==> config.mk <==
export PLATFORM = sky130hd
export DESIGN_NAME = ahb_slave_interface_flat
export DESIGN_NICKNAME = d
export VERILOG_FILES = /design/src/rtl/ahb_apb_pkg.sv /design/src/rtl/ahb_slave_interface_if.sv /design/src/rtl/ahb_addr_decoder.sv /design/src/rtl/ahb_slave_interface.sv /design/src/flat_wrapper.sv
export SDC_FILE = /design/constraint.sdc
export NUM_CORES = 1
export LEC_CHECK = 0
export ABC_CLOCK_PERIOD_IN_PS = 4000
export CAP_MARGIN = 20
export CORE_MARGIN = 3
export CORE_UTILIZATION = 36
export CTS_CLUSTER_SIZE = 24
export DETAILED_ROUTE_END_ITERATION = 8
export PLACE_DENSITY = 0.84
export RECOVER_POWER = 50
export SETUP_SLACK_MARGIN = 0.5
export SLEW_MARGIN = 20
export SYNTH_ARGS = -nofsm -noshare
export SYNTH_HDL_FRONTEND = slang
export SYNTH_SLANG_ARGS = --single-unit
==> constraint.sdc <==
create_clock -name hclk -period 4 [get_ports hclk]
set_input_delay 1.2 -clock hclk [delete_from_list [all_inputs] [get_ports hclk]]
set_output_delay 1.2 -clock hclk [all_outputs]
set_load 0.05 [all_outputs]
==> src/rtl/ahb_apb_pkg.sv <==
// Shared types and constants for the AHB-to-APB bridge: transfer/response codes,
// error FSM states, one-hot slave selects and the default address map.
package ahb_apb_pkg;

   typedef enum logic [1:0] {
      HTRANS_IDLE   = 2'b00,
      HTRANS_BUSY   = 2'b01,
      HTRANS_NONSEQ = 2'b10,
      HTRANS_SEQ    = 2'b11
   } htrans_e;

   localparam logic [1:0] HRESP_OKAY  = 2'b00;
   localparam logic [1:0] HRESP_ERROR = 2'b01;

   typedef enum logic [1:0] {
      ERR_OKAY = 2'b00,
      ERR_ERR1 = 2'b01,
      ERR_ERR2 = 2'b10
   } err_state_e;

   localparam logic [2:0] SEL_NONE = 3'b000;
   localparam logic [2:0] SEL_S0   = 3'b001;
   localparam logic [2:0] SEL_S1   = 3'b010;
   localparam logic [2:0] SEL_S2   = 3'b100;

   localparam logic [31:0] DEF_BASE_ADDR   = 32'h8000_0000;
   localparam int          DEF_REGION_BITS = 26;

   // Only NONSEQ/SEQ phases on a ready bus carry a real transfer.
   function automatic logic is_active(input logic hreadyin, input logic [1:0] htrans);
      return hreadyin && ((htrans == HTRANS_NONSEQ) || (htrans == HTRANS_SEQ));
   endfunction

endpackage

==> src/rtl/ahb_slave_interface_if.sv <==
// AHB-side bus bundle of the bridge front end; the master modport drives the
// AHB/APB inputs, the slave modport (the bridge) drives the qualified/delayed outputs.
interface ahb_slave_interface_if;
   logic        hwrite;
   logic        hreadyin;
   logic [1:0]  htrans;
   logic [31:0] haddr;
   logic [31:0] hwdata;
   logic [31:0] prdata;

   logic        valid;
   logic [2:0]  temp_selx;
   logic [31:0] haddr1;
   logic [31:0] haddr2;
   logic [31:0] hwdata1;
   logic [31:0] hwdata2;
   logic        hwrite_reg;
   logic        hwrite_reg1;
   logic [31:0] hrdata;
   logic [1:0]  hresp;
   logic        err_readyout;

   modport master (
      output hwrite, hreadyin, htrans, haddr, hwdata, prdata,
      input  valid, temp_selx, haddr1, haddr2, hwdata1, hwdata2,
             hwrite_reg, hwrite_reg1, hrdata, hresp, err_readyout
   );

   modport slave (
      input  hwrite, hreadyin, htrans, haddr, hwdata, prdata,
      output valid, temp_selx, haddr1, haddr2, hwdata1, hwdata2,
             hwrite_reg, hwrite_reg1, hrdata, hresp, err_readyout
   );
endinterface

==> src/rtl/ahb_addr_decoder.sv <==
// Combinational address decode: haddr -> one-hot APB slave select and mapped flag.
// Zero latency, no state; addresses below the base wrap to a large index and read as unmapped.
module ahb_addr_decoder
   import ahb_apb_pkg::*;
#(
   parameter logic [31:0] BASE_ADDR   = DEF_BASE_ADDR,
   parameter int          REGION_BITS = DEF_REGION_BITS
) (
   input  logic [31:0] i_haddr,
   output logic        o_mapped,
   output logic [2:0]  o_sel
);

   logic [31:0] w_offset;
   logic [31:0] w_index;

   assign w_offset = i_haddr - BASE_ADDR;
   assign w_index  = w_offset >> REGION_BITS;

   always_comb begin
      o_sel = SEL_NONE;
      case (w_index)
         32'd0:   o_sel = SEL_S0;
         32'd1:   o_sel = SEL_S1;
         32'd2:   o_sel = SEL_S2;
         default: o_sel = SEL_NONE;
      endcase
   end

   assign o_mapped = (o_sel != SEL_NONE);

endmodule

==> src/rtl/ahb_slave_interface.sv <==
// AHB-Lite slave front end: zero-latency valid/select, 1- and 2-cycle address/data/direction
// delays, pass-through read data, and the two-cycle ERROR response (ERR1 pulls ready low).
module ahb_slave_interface
   import ahb_apb_pkg::*;
#(
   parameter logic [31:0] BASE_ADDR   = DEF_BASE_ADDR,
   parameter int          REGION_BITS = DEF_REGION_BITS
) (
   input  logic                  hclk,
   input  logic                  hresetn,
   ahb_slave_interface_if.slave  bus
);

   logic        w_active;
   logic        w_mapped;
   logic [2:0]  w_sel;
   logic        w_err_hit;

   err_state_e  r_state;
   logic [1:0]  r_hresp;
   logic        r_err_readyout;

   logic [31:0] r_haddr1;
   logic [31:0] r_haddr2;
   logic [31:0] r_hwdata1;
   logic [31:0] r_hwdata2;
   logic        r_hwrite_reg;
   logic        r_hwrite_reg1;

   ahb_addr_decoder #(
      .BASE_ADDR   (BASE_ADDR),
      .REGION_BITS (REGION_BITS)
   ) u_addr_decoder (
      .i_haddr  (bus.haddr),
      .o_mapped (w_mapped),
      .o_sel    (w_sel)
   );

   assign w_active  = is_active(bus.hreadyin, bus.htrans);
   assign w_err_hit = w_active && !w_mapped;

   // Phases seen during ERR1 are never qualified; the bus is stalled there.
   assign bus.valid     = w_active && w_mapped && (r_state != ERR_ERR1);
   assign bus.temp_selx = w_sel;
   assign bus.hrdata    = bus.prdata;

   always_ff @(posedge hclk or negedge hresetn) begin
      if (!hresetn) begin
         r_haddr1      <= '0;
         r_haddr2      <= '0;
         r_hwdata1     <= '0;
         r_hwdata2     <= '0;
         r_hwrite_reg  <= 1'b0;
         r_hwrite_reg1 <= 1'b0;
      end else begin
         r_haddr1      <= bus.haddr;
         r_haddr2      <= r_haddr1;
         r_hwdata1     <= bus.hwdata;
         r_hwdata2     <= r_hwdata1;
         r_hwrite_reg  <= bus.hwrite;
         r_hwrite_reg1 <= r_hwrite_reg;
      end
   end

   always_ff @(posedge hclk or negedge hresetn) begin
      if (!hresetn) begin
         r_state        <= ERR_OKAY;
         r_hresp        <= HRESP_OKAY;
         r_err_readyout <= 1'b1;
      end else begin
         case (r_state)
            ERR_OKAY: begin
               if (w_err_hit) begin
                  r_state        <= ERR_ERR1;
                  r_hresp        <= HRESP_ERROR;
                  r_err_readyout <= 1'b0;
               end
            end
            ERR_ERR1: begin
               r_state        <= ERR_ERR2;
               r_hresp        <= HRESP_ERROR;
               r_err_readyout <= 1'b1;
            end
            ERR_ERR2: begin
               if (w_err_hit) begin
                  r_state        <= ERR_ERR1;
                  r_hresp        <= HRESP_ERROR;
                  r_err_readyout <= 1'b0;
               end else begin
                  r_state        <= ERR_OKAY;
                  r_hresp        <= HRESP_OKAY;
                  r_err_readyout <= 1'b1;
               end
            end
            default: begin
               r_state        <= ERR_OKAY;
               r_hresp        <= HRESP_OKAY;
               r_err_readyout <= 1'b1;
            end
         endcase
      end
   end

   assign bus.haddr1       = r_haddr1;
   assign bus.haddr2       = r_haddr2;
   assign bus.hwdata1      = r_hwdata1;
   assign bus.hwdata2      = r_hwdata2;
   assign bus.hwrite_reg   = r_hwrite_reg;
   assign bus.hwrite_reg1  = r_hwrite_reg1;
   assign bus.hresp        = r_hresp;
   assign bus.err_readyout = r_err_readyout;

endmodule

==> src/flat_wrapper.sv <==
// flat-port wrapper written by rule: the top's interface ports become plain ports
module ahb_slave_interface_flat import ahb_apb_pkg::*;
#(
   parameter logic [31:0] BASE_ADDR   = DEF_BASE_ADDR,
   parameter int          REGION_BITS = DEF_REGION_BITS
)
  (hclk, hresetn, bus_hwrite, bus_hreadyin, bus_htrans, bus_haddr, bus_hwdata, bus_prdata, bus_valid, bus_temp_selx, bus_haddr1, bus_haddr2, bus_hwdata1, bus_hwdata2, bus_hwrite_reg, bus_hwrite_reg1, bus_hrdata, bus_hresp, bus_err_readyout);
  ahb_slave_interface_if bus_i ();
  input  logic hclk;
  input  logic hresetn;
  input wire logic [$bits(bus_i.hwrite)-1:0] bus_hwrite;
  input wire logic [$bits(bus_i.hreadyin)-1:0] bus_hreadyin;
  input wire logic [$bits(bus_i.htrans)-1:0] bus_htrans;
  input wire logic [$bits(bus_i.haddr)-1:0] bus_haddr;
  input wire logic [$bits(bus_i.hwdata)-1:0] bus_hwdata;
  input wire logic [$bits(bus_i.prdata)-1:0] bus_prdata;
  output wire logic [$bits(bus_i.valid)-1:0] bus_valid;
  output wire logic [$bits(bus_i.temp_selx)-1:0] bus_temp_selx;
  output wire logic [$bits(bus_i.haddr1)-1:0] bus_haddr1;
  output wire logic [$bits(bus_i.haddr2)-1:0] bus_haddr2;
  output wire logic [$bits(bus_i.hwdata1)-1:0] bus_hwdata1;
  output wire logic [$bits(bus_i.hwdata2)-1:0] bus_hwdata2;
  output wire logic [$bits(bus_i.hwrite_reg)-1:0] bus_hwrite_reg;
  output wire logic [$bits(bus_i.hwrite_reg1)-1:0] bus_hwrite_reg1;
  output wire logic [$bits(bus_i.hrdata)-1:0] bus_hrdata;
  output wire logic [$bits(bus_i.hresp)-1:0] bus_hresp;
  output wire logic [$bits(bus_i.err_readyout)-1:0] bus_err_readyout;
  assign bus_i.hwrite = bus_hwrite;
  assign bus_i.hreadyin = bus_hreadyin;
  assign bus_i.htrans = bus_htrans;
  assign bus_i.haddr = bus_haddr;
  assign bus_i.hwdata = bus_hwdata;
  assign bus_i.prdata = bus_prdata;
  assign bus_valid = bus_i.valid;
  assign bus_temp_selx = bus_i.temp_selx;
  assign bus_haddr1 = bus_i.haddr1;
  assign bus_haddr2 = bus_i.haddr2;
  assign bus_hwdata1 = bus_i.hwdata1;
  assign bus_hwdata2 = bus_i.hwdata2;
  assign bus_hwrite_reg = bus_i.hwrite_reg;
  assign bus_hwrite_reg1 = bus_i.hwrite_reg1;
  assign bus_hrdata = bus_i.hrdata;
  assign bus_hresp = bus_i.hresp;
  assign bus_err_readyout = bus_i.err_readyout;
  ahb_slave_interface #(.BASE_ADDR(BASE_ADDR), .REGION_BITS(REGION_BITS)) u_core (.hclk(hclk), .hresetn(hresetn), .bus(bus_i));
endmodule
==> qor.log, run 1 <==
[sta] total count of hold-check failures in the final report 0
[worst_setup_path] end of the worst register-to-register path u_core.bus.hresp[0]
[place] PortBufs 204
[grt] number of global-route vias before repair 2,385
[cts] root buf cell sky130_fd_sc_hd__clkbuf_8
[power_and_ir_drop] combinational share of power 14.1%
[hold_path] hold path startpoint u_core.bus.hwdata1[13]
[cells_and_area] most frequent cells in the layout 134 x sky130_fd_sc_hd__clkdlybuf4s50_1, 133 x sky130_fd_sc_hd__dfrtp_1, 59 x sky130_fd_sc_hd__dlygate4sd3_1, 16 x sky130_fd_sc_hd__clkbuf_16, 6 x sky130_fd_sc_hd__clkbuf_1
[worst_setup_path] CP Class input pin to output port
[grt] largest net degree at the start of global routing 113
[grt] met1 usage in global routing 16.4%
[synthesis] most area-hungry cell type in the Yosys netlist sky130_fd_sc_hd__dfrtp_1
[cts] number of CTS-inserted buffers 17
[synthesis] cell types occupying the most area after synthesis sky130_fd_sc_hd__dfrtp_1 90%, sky130_fd_sc_hd__buf_4 6.7%, sky130_fd_sc_hd__dfstp_2 0.71%
[worst_setup_path] slack of the worst reg-to-reg path 3.02 ns
[place] Placer Congestion 0.737
[detailed_routing] number of vias per cell after detailed routing 4.21
[detailed_routing] DRC Markers 0
[cells_and_area] Layout Utilization 64.2%
[die] starting density of the core 37.4%
[power_and_ir_drop] Total Power 3.56 mW
[cts] CTS tree built
[detailed_routing] number of nets with antenna violations after detailed routing 0
[power_and_ir_drop] leakage power summed over all cells 2.75 nW
[power_and_ir_drop] switching pwr 916 uW
[die] die outline area 11,600 sq um
[cts] clock tree sinks 134
[power_and_ir_drop] Net Sw Frac 25.7%
[cts] clock-pin slew of the registers on the worst-case setup and hold paths 0.06 ns
[detailed_routing] 1st-iter DRT viols 59
[hold_path] Hold Path Depth 0
[synthesis] post-synthesis instance total 183
[outcome] failing checks max-capacitance violations, max-slew violations
[power_and_ir_drop] maximum resistive drop on vdd 0.245 mV
[worst_setup_path] critical path capture point type output port
[synthesis] total of warnings raised by yosys 0
[cells_and_area] share of cells above drive strength 1 11.3%
[synthesis] sequential cell area fraction in the yosys report 90.5%
[detailed_routing] routed length per instance 19.0 microns
[sta] hold slack 0.373 ns
[worst_setup_path] number of cells traversed by the worst register-to-register path 2
[sta] setup repair after global routing missed its margin yes
[sta] pin slew with the least headroom to its limit 2.61 ns
[hold_path] path class of the lowest-slack min-delay path flop to flop
[worst_setup_path] startpoint type of the worst setup path input pin
[worst_setup_path] launching point of the worst reg2reg path u_core.r_state[0]
[detailed_routing] count of vias placed by the detailed router 2,200
[sta] crit path time final 3.49 ns
[detailed_routing] Detailed Route WL 9920 microns
[sta] worst rel slew slack -73.9%
[synthesis] flop and latch count out of synthesis 134
[grt] global router's overall resource usage 17.4%
[power_and_ir_drop] cell internal power dissipation 2.65 mW
[cells_and_area] filler instances 717
[cells_and_area] Layout area overhead 71.5%
[worst_setup_path] signal arrival time at the worst endpoint 2.29 ns
[sta] Max Transition Viols Final 113
[detailed_routing] Pre-Repair DR Iteration Count 3
[outcome] status complete, but fails checks
[grt] GR met3 Demand/Resource 7.26%
[grt] GRT met2 Usage 32.5%
[die] I/O pin total 271
[grt] first-pass GRT wire length 14,300 microns
[sta] Post-Route Skew 0.00723 ns
[die] Die Y 107 microns
[cells_and_area] commonest non-fill, non-tap cell in the layout sky130_fd_sc_hd__clkdlybuf4s50_1
[place] Post-DP HPWL 7450 microns
[power_and_ir_drop] power per cell area 560 nW/um^2
[cts] CTS hold repair buffers 0
[worst_setup_path] crit path max fanout 3
[grt] total grt overflow 0
[job] count of maximum capacitance violations 1
[grt] number of antenna violations at the first check in global routing 0
[synthesis] synthesized area per cell 20.3 sq um
[synthesis] synth unique cells 13
[synthesis] Post-Synthesis Net Count 285
[power_and_ir_drop] clock power share 44.9%
[die] Core Footprint 9910 sq um
[cts] insertion delay of the later-clocked pin in the worst-skew pair 0.50 ns
[die] width of the die 107 microns
[hold_path] WHS Endpoint u_core.bus.hwdata2[13]
[cells_and_area] net count reported at finish 478
[die] placement row count 36
[sta] final setup violation count 0
[sta] maximum clock frequency 0.287 GHz
[synthesis] combined area of all synthesized cells 3710 sq um
[cts] buffers from clock root to sink, at most 2
[cts] # H-tree levels 4
[synthesis] fraction of post-synthesis cell area in the top cell type by area 89.7%
[sta] share of the clock period used by the worst path 87.3%
[power_and_ir_drop] share of total power in sequential cells 41.0%
[grt] busiest grt layer met2
[sta] final setup TNS 0 ns
[worst_setup_path] worst endpoint required time 2.80 ns
power groups by stage:
stage,sequential (mW),combinational [mW],clock (mW)
5_1_grt,1.47,0.518,1.71
4_1_cts,1.46,0.520,1.64
3_3_place_gp,1.48,0.513,0
2_1_floorplan,1.73,0.0982,0
6_report,1.46,0.501,1.60
3_5_place_dp,1.49,0.519,0
critical path: stages:
cell	delay [ns]
sky130_fd_sc_hd__clkbuf_1	0.10
sky130_fd_sc_hd__or4b_4	0.57
sky130_fd_sc_hd__nor3b_4	0.24
sky130_fd_sc_hd__buf_12	0.17
kinds of logic (layout without fill, tap and decap cells):
family / count (synthesis) / count (layout) / share of synthesized area [%]
buffers and inverters: 33 / 239 / 6.68
and+or+nand+nor: 13 / 13 / 2.36
DFF: 134 / 134 / 90.5
AOI/OAI and AO/OA: 2 / 2 / 0.405
other: 1 / 2 / 0.101
metal layers:
layer | vias to the layer above | wire length (microns)
met5 | - | 0
met4 | 0 | 266
met3 | 42 | 921
met2 | 142 | 5640
met1 | 1084 | 3090
li1 | 932 | -
repair_timing:
action                                  CTS  global route
pin swaps                                 2             0
setup buffers                             1             0
gates cloned                              0             0
resized for setup                        20             0
endpoints found under the setup margin    4             1
final cells by class:
| type | instances | area (sq um) | area share [%] |
|---|---|---|---|
| Multi-Input combinational cell | 16 | 135 | 2.12 |
| Antenna cell | 1 | 2.50 | 0.0393 |
| Tap cell | 133 | 166 | 2.62 |
| Clock buffer | 22 | 453 | 7.12 |
| Sequential cell | 134 | 3350 | 52.7 |
| Clock inverter | 10 | 170 | 2.68 |
| Timing Repair Buffer | 207 | 2080 | 32.7 |
cell usage after synthesis, drive strengths merged:
library cell and instances:
conb 1, nor3 3, dfrtp 133, nor3b 2, nor2 2, a211oi 1
nor4b 1, nand2 3, o21bai 1, buf 33, nor2b 1, or4b 1
dfstp 1
metrics by stage:
stage	cell area, sq um	cells	setup WS, ns
global placement	5750	489	0.144
finish	6360	523	0.510
detailed placement	5750	489	0.109
CTS	6370	522	0.492
floorplan	3740	183	0.391
global route	6360	522	0.456
how the worst max path moves through the flow:
stage | from | end | cells after the start
after floorplan | bus_haddr[29] | bus_temp_selx[0] | 2
after global placement | bus_haddr[29] | bus_temp_selx[1] | 4
after detailed placement | bus_haddr[29] | bus_temp_selx[1] | 4
after CTS | bus_haddr[28] | bus_temp_selx[1] | 4
after global routing | bus_haddr[31] | bus_temp_selx[1] | 4
final | bus_haddr[29] | bus_temp_selx[1] | 4
Power figures use the tool's default switching activity.
==> run 2, diff against run 1 <==
--- a/config.mk
+++ b/config.mk
@@ -8,13 +8,15 @@
 export ABC_CLOCK_PERIOD_IN_PS = 4000
 export CAP_MARGIN = 20
 export CORE_MARGIN = 3
-export CORE_UTILIZATION = 36
+export CORE_UTILIZATION = 38
+export CTS_BUF_LIST = sky130_fd_sc_hd__clkbuf_8
 export CTS_CLUSTER_SIZE = 24
 export DETAILED_ROUTE_END_ITERATION = 8
-export PLACE_DENSITY = 0.84
+export PLACE_DENSITY = 0.88
 export RECOVER_POWER = 50
 export SETUP_SLACK_MARGIN = 0.5
 export SLEW_MARGIN = 20
 export SYNTH_ARGS = -nofsm -noshare
 export SYNTH_HDL_FRONTEND = slang
 export SYNTH_SLANG_ARGS = --single-unit
+export TNS_END_PERCENT = 5
==> run 2 against run 1 <==
  * The run now ends clean
  * Count of clock-buffer cells in the layout down 5
  * First-iteration DRC count increased by 8.5%
  * Largest cell class unchanged
  * Clock skew is 0.0092 ns higher
  * Design area fell by 3.5%
  * Combinational power about the same
  * Register-to-register slack barely moved
  * Clock power down 29%
  * Sequential power hardly changed
  * Hold slack worse by 0.0029 ns
==> qor.log, run 2 (synthesis gave the netlist of run 1 again) <==
[die] Die Y 105 microns [was 107 microns]
[cells_and_area] fin area 6140 sq um [was 6360 sq um]
[worst_setup_path] delay of the slowest cell on the worst path 0.61 ns [was 0.57 ns]
[cts] CTS tree built [unchanged]
[cells_and_area] register area 3350 sq um [unchanged]
[place] Placer Congestion 0.739 [was 0.737]
[cts] insertion delay of the later-clocked pin in the worst-skew pair 0.41 ns [was 0.50 ns]
[cells_and_area] Layout area overhead 65.5% [was 71.5%]
[cts] CTS hold repair buffers 0 [unchanged]
[power_and_ir_drop] maximum resistive drop on vdd 0.196 mV [was 0.245 mV]
[sta] final setup TNS 0 ns [unchanged]
[cells_and_area] Multi-input gate area 141 sq um [was 135 sq um]
[die] I/O pin total 271 [unchanged]
[sta] crit path time final 3.52 ns [was 3.49 ns]
[worst_setup_path] cells traversed along the worst timing path clkbuf_1 > or4b_4 > nor3b_4 > buf_12 [unchanged]
[power_and_ir_drop] power per cell area 504 nW/um^2 [was 560 nW/um^2]
[sta] pin slew with the least headroom to its limit 0.919 ns [was 2.61 ns]
[detailed_routing] Pre-Repair DR Iteration Count 5 [was 3]
[place] PortBufs 204 [unchanged]
[grt] first-pass GRT wire length 13,800 microns [was 14,300 microns]
[power_and_ir_drop] combinational share of power 16.1% [was 14.1%]
[die] width of the die 105 microns [was 107 microns]
[job] count of maximum capacitance violations 0 [was 1]
[worst_setup_path] signal arrival time at the worst endpoint 2.32 ns [was 2.29 ns]
[die] placement row count 35 [was 36]
[power_and_ir_drop] share of total power in sequential cells 47.1% [was 41.0%]
[cts] clock tree sinks 134 [unchanged]
[sta] final setup violation count 0 [unchanged]
[cells_and_area] net count reported at finish 476 [was 478]
[place] post-placement cell area 5730 sq um [was 5750 sq um]
[sta] Post-Route Skew 0.0164 ns [was 0.00723 ns]
[worst_setup_path] slack of the worst reg-to-reg path 3.01 ns [was 3.02 ns]
[sta] Max Transition Viols Final 0 [was 113]
[cells_and_area] share of cells above drive strength 1 11.1% [was 11.3%]
[worst_setup_path] end of the worst register-to-register path u_core.bus.hresp[0] [unchanged]
[die] starting density of the core 39.6% [was 37.4%]
[worst_setup_path] worst endpoint required time 2.80 ns [about the same]
[grt] total grt overflow 0 [unchanged]
[sta] hold slack 0.370 ns [was 0.373 ns]
[sta] setup repair after global routing missed its margin yes [unchanged]
[outcome] status finished clean [was complete, but fails checks]
[worst_setup_path] critical path capture point type output port [unchanged]
[cts] number of CTS-inserted buffers 17 [unchanged]
[power_and_ir_drop] Net Sw Frac 28.5% [was 25.7%]
[power_and_ir_drop] clock power share 36.8% [was 44.9%]
[cts] buffers from clock root to sink, at most 2 [unchanged]
[detailed_routing] Detailed Route WL 9190 microns [was 9920 microns]
[worst_setup_path] crit path max fanout 3 [unchanged]
[cells_and_area] filler instances 672 [was 717]
[sta] maximum clock frequency 0.284 GHz [was 0.287 GHz]
[cells_and_area] commonest non-fill, non-tap cell in the layout sky130_fd_sc_hd__clkdlybuf4s50_1 [unchanged]
[grt] number of antenna violations at the first check in global routing 0 [unchanged]
[grt] number of global-route vias before repair 2,331 [was 2,385]
[detailed_routing] routed length per instance 17.8 microns [was 19.0 microns]
[cts] # H-tree levels 4 [unchanged]
[worst_setup_path] cell with the biggest individual delay on the critical path sky130_fd_sc_hd__or4b_4 [unchanged]
[worst_setup_path] launching point of the worst reg2reg path u_core.r_state[0] [unchanged]
[detailed_routing] number of nets with antenna violations after detailed routing 0 [unchanged]
[cts] clock-pin slew of the registers on the worst-case setup and hold paths 0.07 ns [was 0.06 ns]
[sta] share of the clock period used by the worst path 88.0% [was 87.3%]
[sta] total count of hold-check failures in the final report 0 [unchanged]
[cells_and_area] most frequent cells in the layout 134 x sky130_fd_sc_hd__clkdlybuf4s50_1, 133 x sky130_fd_sc_hd__dfrtp_1, 59 x sky130_fd_sc_hd__dlygate4sd3_1, 18 x sky130_fd_sc_hd__clkbuf_8 [was 134 x sky130_fd_sc_hd__clkdlybuf4s50_1, 133 x sky130_fd_sc_hd__dfrtp_1, 59 x sky130_fd_sc_hd__dlygate4sd3_1, 16 x sky130_fd_sc_hd__clkbuf_16, 6 x sky130_fd_sc_hd__clkbuf_1]
[power_and_ir_drop] leakage power summed over all cells 2.65 nW [was 2.75 nW]
[detailed_routing] number of vias per cell after detailed routing 4.18 [was 4.21]
[power_and_ir_drop] switching pwr 883 uW [was 916 uW]
[power_and_ir_drop] cell internal power dissipation 2.21 mW [was 2.65 mW]
[grt] largest net degree at the start of global routing 123 [was 113]
[detailed_routing] count of vias placed by the detailed router 2,158 [was 2,200]
[hold_path] hold path startpoint u_core.bus.hwdata1[28] [was u_core.bus.hwdata1[13]]
[sta] worst rel slew slack 38.7% [was -73.9%]
[worst_setup_path] startpoint type of the worst setup path input pin [unchanged]
[cts] root buf cell sky130_fd_sc_hd__clkbuf_8 [unchanged]
[hold_path] Hold Path Depth 0 [unchanged]
[worst_setup_path] CP Class input pin to output port [unchanged]
[die] die outline area 11,000 sq um [was 11,600 sq um]
[detailed_routing] 1st-iter DRT viols 64 [was 59]
[hold_path] path class of the lowest-slack min-delay path flop to flop [unchanged]
[cells_and_area] Inserted Diodes 0 [was 1]
[grt] global router's overall resource usage 17.1% [was 17.4%]
[detailed_routing] DRC Markers 0 [unchanged]
[die] Core Footprint 9370 sq um [was 9910 sq um]
[hold_path] WHS Endpoint u_core.bus.hwdata2[28] [was u_core.bus.hwdata2[13]]
[worst_setup_path] number of cells traversed by the worst register-to-register path 2 [unchanged]
[run 2: cell count changes in the layout (fill, tap and decap cells not counted), sizes merged]
cell | before | now
buf | 7 | 5
diode | 1 | 0
inv | 2 | 5
clkbuf | 27 | 22
bufinv | 4 | 3
clkinv | 2 | 5
[run 2: repair_timing]
action                     in CTS  in global routing
cloned                          0                  0
gates resized for setup        21                  1
setup endpoints to repair       4                  3
pin swaps                       2                  0
setup buffers                   0                  0
[run 2: through the flow]
| stage | power (mW) | setup WS, ns | std cells | util, % |
|---|---|---|---|---|
| floorplan | 1.83 | 0.354 | 183 | - |
| global placement | 1.99 | 0.150 | 484 | 61.1 |
| detailed placement | 2.00 | 0.133 | 484 | 61.1 |
| CTS | 3.15 | 0.507 | 516 | 65.5 |
| global route | 3.21 | 0.434 | 516 | 65.5 |
| finish | 3.10 | 0.479 | 516 | 65.5 |
[run 2: power by group through the flow]
stage	Sequential [mW]	Clock [mW]	Combinational, mW
2_1_floorplan	1.73	0	0.0973
3_3_place_gp	1.48	0	0.510
3_5_place_dp	1.49	0	0.517
4_1_cts	1.46	1.17	0.517
5_1_grt	1.47	1.23	0.515
6_report	1.46	1.14	0.498
[run 2: worst max-delay path: cells and delay by family]
family        cells  cell delay (ns)
simple gates      2             0.84
buf+inv           2             0.27
[run 2: how the worst max path moves through the flow]
| stage | from | slack (ns) | depth (start not counted) | to |
|---|---|---|---|---|
| detailed placement | bus_haddr[29] | 0.13 | 4 | bus_temp_selx[2] |
| finish | bus_haddr[28] | 0.48 | 4 | bus_temp_selx[1] |
| global placement | bus_haddr[29] | 0.15 | 4 | bus_temp_selx[2] |
| global route | bus_haddr[28] | 0.43 | 4 | bus_temp_selx[1] |
| CTS | bus_haddr[29] | 0.51 | 4 | bus_temp_selx[1] |
| floorplan | bus_haddr[29] | 0.35 | 2 | bus_temp_selx[2] |
[run 2: area by class of cell]
type                       count  area share (%)
clock buffer                  17            3.81
clock inverter                15            2.96
multi-input combinational     16            2.30
sequential                   134            54.6
tap                          129            2.63
timing repair buffer         205            33.7
[run 2: metal layers]
layer	vias up	wire length, microns	track usage, %
met5	-	0	0
met4	0	204	8.06
met3	22	811	6.61
met2	132	5120	31.3
met1	1074	3050	16.7
li1	930	-	-
